**src/rtl/modulo_prueba_cnt.sv**
```systemverilog
// Prescaled modulo up-counter: advances count_o once every DIV clocks, wrapping after MAX_COUNT.
// Build option: define MODULO_PRUEBA_SAT_EN to make the counter stop at MAX_COUNT instead of wrapping.
module modulo_prueba_cnt #(
    parameter int DIV       = 10,
    parameter int MAX_COUNT = 59
) (
    input  logic       clk,
    input  logic       rst,
    output logic [5:0] count_o
);

    localparam int PRE_W = (DIV > 1) ? $clog2(DIV) : 1;
    localparam logic [PRE_W-1:0] PRE_LAST = PRE_W'(DIV - 1);
    localparam logic [5:0]       CNT_LAST = 6'(MAX_COUNT);

    generate
        if (DIV < 1 || MAX_COUNT < 1 || MAX_COUNT > 63) begin : g_bad_param
            $error("modulo_prueba_cnt: illegal parameters DIV=%0d MAX_COUNT=%0d", DIV, MAX_COUNT);
        end
    endgenerate

    logic [PRE_W-1:0] pre_q;
    logic [5:0]       cnt_q;
    logic [5:0]       cnt_nxt;
    logic             tick;

    // With DIV=1 the compare is against zero and pre_q never leaves 0, so tick stays high.
    assign tick = (pre_q == PRE_LAST);

    always_ff @(posedge clk or posedge rst) begin
        if (rst) begin
            pre_q <= '0;
        end else if (tick) begin
            pre_q <= '0;
        end else begin
            pre_q <= pre_q + PRE_W'(1);
        end
    end

    always_comb begin
        cnt_nxt = cnt_q;
        if (tick) begin
            // >= keeps cnt_q inside 0..MAX_COUNT even if it were ever disturbed.
            if (cnt_q >= CNT_LAST) begin
`ifdef MODULO_PRUEBA_SAT_EN
                cnt_nxt = CNT_LAST;
`else
                cnt_nxt = 6'd0;
`endif
            end else begin
                cnt_nxt = cnt_q + 6'd1;
            end
        end
    end

    always_ff @(posedge clk or posedge rst) begin
        if (rst) begin
            cnt_q <= 6'd0;
        end else begin
            cnt_q <= cnt_nxt;
        end
    end

    assign count_o = cnt_q;

endmodule

```
**config.mk**
```make
export PLATFORM = sky130hd
export DESIGN_NAME = modulo_prueba_cnt
export DESIGN_NICKNAME = d
export VERILOG_FILES = /design/src/rtl/modulo_prueba_cnt.sv
export SDC_FILE = /design/constraint.sdc
export NUM_CORES = 1
export LEC_CHECK = 0
export ABC_AREA = 1
export CELL_PAD_IN_SITES_DETAIL_PLACEMENT = 1
export CELL_PAD_IN_SITES_GLOBAL_PLACEMENT = 2
export CORE_MARGIN = 2
export CORE_UTILIZATION = 32
export CTS_BUF_LIST = sky130_fd_sc_hd__clkbuf_4 sky130_fd_sc_hd__clkbuf_8
export CTS_CLUSTER_SIZE = 16
export DETAILED_ROUTE_END_ITERATION = 7
export PLACE_DENSITY_LB_ADDON = 0.1
export REMOVE_ABC_BUFFERS = 1
export SLEW_MARGIN = 5
export SYNTH_ARGS = -nofsm -noshare
export SYNTH_HDL_FRONTEND = slang
export SYNTH_SLANG_ARGS = --single-unit
```
**constraint.sdc**
```tcl
create_clock -name clk -period 1.6 [get_ports clk]
set_clock_uncertainty 0.1 [all_clocks]
set_input_delay 0.32 -clock clk [delete_from_list [all_inputs] [get_ports clk]]
set_output_delay 0.32 -clock clk [all_outputs]
set_load 0.02 [all_outputs]
```
=== Word level (Yosys, flattened, before mapping) ===
Cells that the tools add are included.

* Flip-flop bits (word level): 10
* Input port bits: 2
* Word-level logic and storage cells: 8

* Add/subtract/negate cells: 2
* Magnitude comparators: 1
* Equal/unequal tests: 1
* Mux-type cells: 2

{| class="wikitable"
|+ Operator list
! operator !! count
|-
| 6-bit by 1-bit adder with 6-bit output (second input constant) || 1
|-
| 6-bit >= comparator (second input constant) || 1
|-
| 6-bit 2-to-1 mux || 1
|-
| 4-bit by 1-bit adder with 4-bit output (second input constant) || 1
|-
| 4-bit equality test (second input constant) || 1
|-
| 4-bit 2-to-1 mux || 1
|}

=== Logic depth before layout (Yosys ltp) ===
Gate-level depths: netlist of the first run.

* Depth in word-level cells: 2
* Depth in mapped cells: 6

=== Least setup slack after synthesis of the first run ===
Ideal clock, no wire load.

* Path type: register to register
* Start point: register cnt_q[0], in the netlist count_o[0]
* End point: register cnt_q[5], in the netlist count_o[5]
* Arrival time: 1.188 ns
* Required time: 1.427 ns
* Setup slack: 0.239 ns
* Stages on the path, launching flop included: 6
* Period minus slack after synthesis: 1.361 ns
* Cell sequence: dfrtp_1 > ha_1 > or2_4 > nand2_4 > nor2_2 > a21oi_2

* Word-level cells in the longest chain between the ends: 2
* Elaborated cells between the ends (all ways): 3
* Those cells by class: add/sub (1); order compare (1); mux (1)

{| class="wikitable"
|+ RTL lines
! element !! RTL line !! source
|-
| start: declaration || 23 || <nowiki>logic [5:0] cnt_q;</nowiki>
|-
| start signal: assignment || 60 || <nowiki>cnt_q <= cnt_nxt;</nowiki>
|-
| 6-bit by 1-bit adder with 6-bit output or 6-bit >= comparator (tied branches) || 51, 44 ||
|-
| 6-bit 2-to-1 mux (*) || 44 || <nowiki>if (cnt_q >= CNT_LAST) begin</nowiki>
|}

Mark *: on every way between the ends. The rest lies on a longest branch, timed or not.
A chain may end at the register's enable or synchronous reset.

=== Final worst setup path of the first run ===
* Start point: register cnt_q[4], in the netlist count_o[4]
* End point: output count_o[4]

{| class="wikitable"
|+ RTL lines
! element !! RTL line !! source
|-
| end: declaration || 9 || <nowiki>output logic [5:0] count_o</nowiki>
|}

No word-level cell between the ends.

==> results of run 1 <==
[path summary, 6_finish.rpt]
| check | from | end | slack (ns) | cells past startpoint |
|---|---|---|---|---|
| min in group clk | pre_q[0]$_DFF_PP0_ | pre_q[0]$_DFF_PP0_ | 0.46 | 1 |
| max in group asynchronous | rst | count_o[5]$_DFFE_PP0N_ | 0.88 | 2 |
| hold / removal | rst | pre_q[3]$_DFF_PP0_ | 0.24 | 2 |
| setup reg to reg | count_o[0]$_DFFE_PP0N_ | count_o[3]$_DFFE_PP0N_ | 0.24 | 5 |
| setup / recovery | count_o[4]$_DFFE_PP0N_ | count_o[4] | 0.14 | 1 |
| hold reg to reg | pre_q[0]$_DFF_PP0_ | pre_q[0]$_DFF_PP0_ | 0.46 | 1 |
[state kept, by name, summed over array words and instances, names as in the netlist]
signal / count
pre_q: 4
count_o: 6
[per-stage QoR]
| stage | hold WS, ns | instance area [µm²] | power [mW] | util, % |
|---|---|---|---|---|
| after CTS | 0.259 | 671 | 0.505 | 43.5 |
| after global routing | 0.273 | 671 | 0.519 | 43.5 |
| after detailed placement | 0.456 | 642 | 0.266 | 41.6 |
| after global placement | 0.449 | 642 | 0.266 | 41.6 |
| final | 0.239 | 671 | 0.497 | 43.5 |
| after floorplan | 0.0602 | 537 | 0.261 | - |
[synthesized netlist by cell type, types with 2 or more instances]
cell type and number:
nand2_1 13, dfrtp_1 10, inv_1 9, nand3_1 7, nand4_1 5, nand2_2 3
inv_2 2, nor2_2 2, o21ai_0 2
[layout make-up]
class	count	area, µm²	area share (%)
Multi-Input combinational cell	41	245	36.6
Timing Repair Buffer	9	77.6	11.6
Inverter	11	41.3	6.16
Sequential cell	10	250	37.3
Tap cell	16	20.0	2.99
Clock buffer	4	36.3	5.41
[metal layers]
layer  wire (µm)  vias to the layer above  part of all wire [%]
met1         562                      201                    49
met4          19                        0                   1.7
met3          37                        4                   3.2
met2         531                        7                    46
li1            -                      226                     -
met5           0                        -                     0
[logic make-up (layout without fill, tap and decap cells)]
logic type      Yosys count  after routing  share of synthesized area (%)
buf+inv                  11             24                           7.69
compound gates            4              4                           4.43
flops                    10             10                           46.6
xor+xnor                  1              1                           1.63
simple gates             35             35                           37.3
fa+ha+maj                 1              1                           2.33
[where the power goes]
| part | switching, mW | total [mW] | internal [mW] |
|---|---|---|---|
| Clock | 0.0992 | 0.237 | 0.138 |
| Combinational | 0.00525 | 0.00754 | 0.00229 |
| Sequential | 0 | 0.252 | 0.252 |
==> flow_summary.toml, run 1 <==
[cts]
root_buffer = "clkbuf_4"
post_cts_buffers = 0
clk_latency_ns = 0.27
cts_buffers = 3
cts_tree = "done"
cts_hold_buffers = 0
clock_sinks = 10
clkTransAtPathRegs_ns = 0.07
htree_levels = 1
clk_path_buf_depth = 2
cts_resized = 6

[logic_synthesis]
synthArstFlopShare_pct = 100
synth-main-ff-cell = "dfrtp_1"
synth_area_leader_cell = "dfrtp_1"
synth-seq-area-share_pct = 46.6
syn_inst = 62
synth_top_area_share_pct = 46.6
synth_area_per_cell_um2 = 8.66
netlist_area_um2 = 537
synthTopCellsByArea = "dfrtp_1, nand2_1, nand3_1"
ys_types = 18
synth_edf_count = 0
synth-seq-cells = 10
ys_warn_count = 0

[timing]
fmax_ghz = 0.686
finalSetupViolCount = 0
setup_ws_ns = 0.141
fin_crit_ns = 1.46
finalHoldViolCount = 0
tightest_slew_ns = 0.396
maxSlewViolCount = 0
period_share_pct = 91.2
setup_tns_ns = 0
slew_headroom_pct = 73.6
grt_setup_unrepaired = "false"

[die]
rows = 14
dieWidth_um = 45.0
dieArea_um2 = 2020
io_pins = 8
coreArea_um2 = 1540
start_util_pct = 34.8
die-height_um = 45.0

[worst_setup_path]
criticalPathCategory = "reg -> out"
cp-start-kind = "flip-flop"
slowest_delay_ns = 0.42
path_delay_family = "flip-flops"
crit_path_max_fanout = 5
endpoint_kind = "output pin"
cp_slowest_cell = "dfrtp_1"
worstPathCellList = "dlygate4sd2_1"
cp.arrival_ns = 1.04
critical_path_required_ns = 1.18
crit_buf_inv = 1

[cells_and_area]
fillCellCount = 191
final_common_cell = "nand2_1"
antennaDiodeCount = 0
fin_cells = 91
nNetsFinal = 79
layout-drive-gt1-share_pct = 24.0
layout_common_cells = "nand2_1, dfrtp_1, inv_1"
syn_to_final_growth_pct = 24.9

[drt]
routed_via_density = 4.81
routed_wl_mm = 1.15
drtIter0Drc = 6
firstDrtPassIters = 2
route.detailed.drc = 0
ant_nets = 0
routedWlPerCell_um = 12.6
vias = 438

[place]
hpwl_um = 878
io_buffers = 7
dp_slack_ns = 0.150
dp.cells = 87
gp_congestion = 0.680

[grt]
grt_pass1_wl_mm = 2.21
grt_max_degree = 11
first_global_vias = 484
antenna_found_initial = 0
grtUsageMet3_pct = 3.60
gr-usage-met2_pct = 22.6
grt.busiest_layer = "met2"
use_met1_pct = 21.3
grt_overflow_total = 0
grt_usage_pct = 15.1

[outcome]
status = "complete, no violations"

[job]
maxCapViolations = 0

[power_and_ir_drop]
powerDensity_nw_per_um2 = 742
p_leak_nw = 0.372
vdd_drop_max_mv = 0.326

[min_path]
hp-class = "in -> async"
No activity file was read; power rests on OpenSTA's default activity.
==> run 2: changes to the inputs <==
GPL_ROUTABILITY_DRIVEN = 0   (was not set)
==> results of run 2 <==
Same layout as run 1: the final DEF is identical, and so are final timing and power.
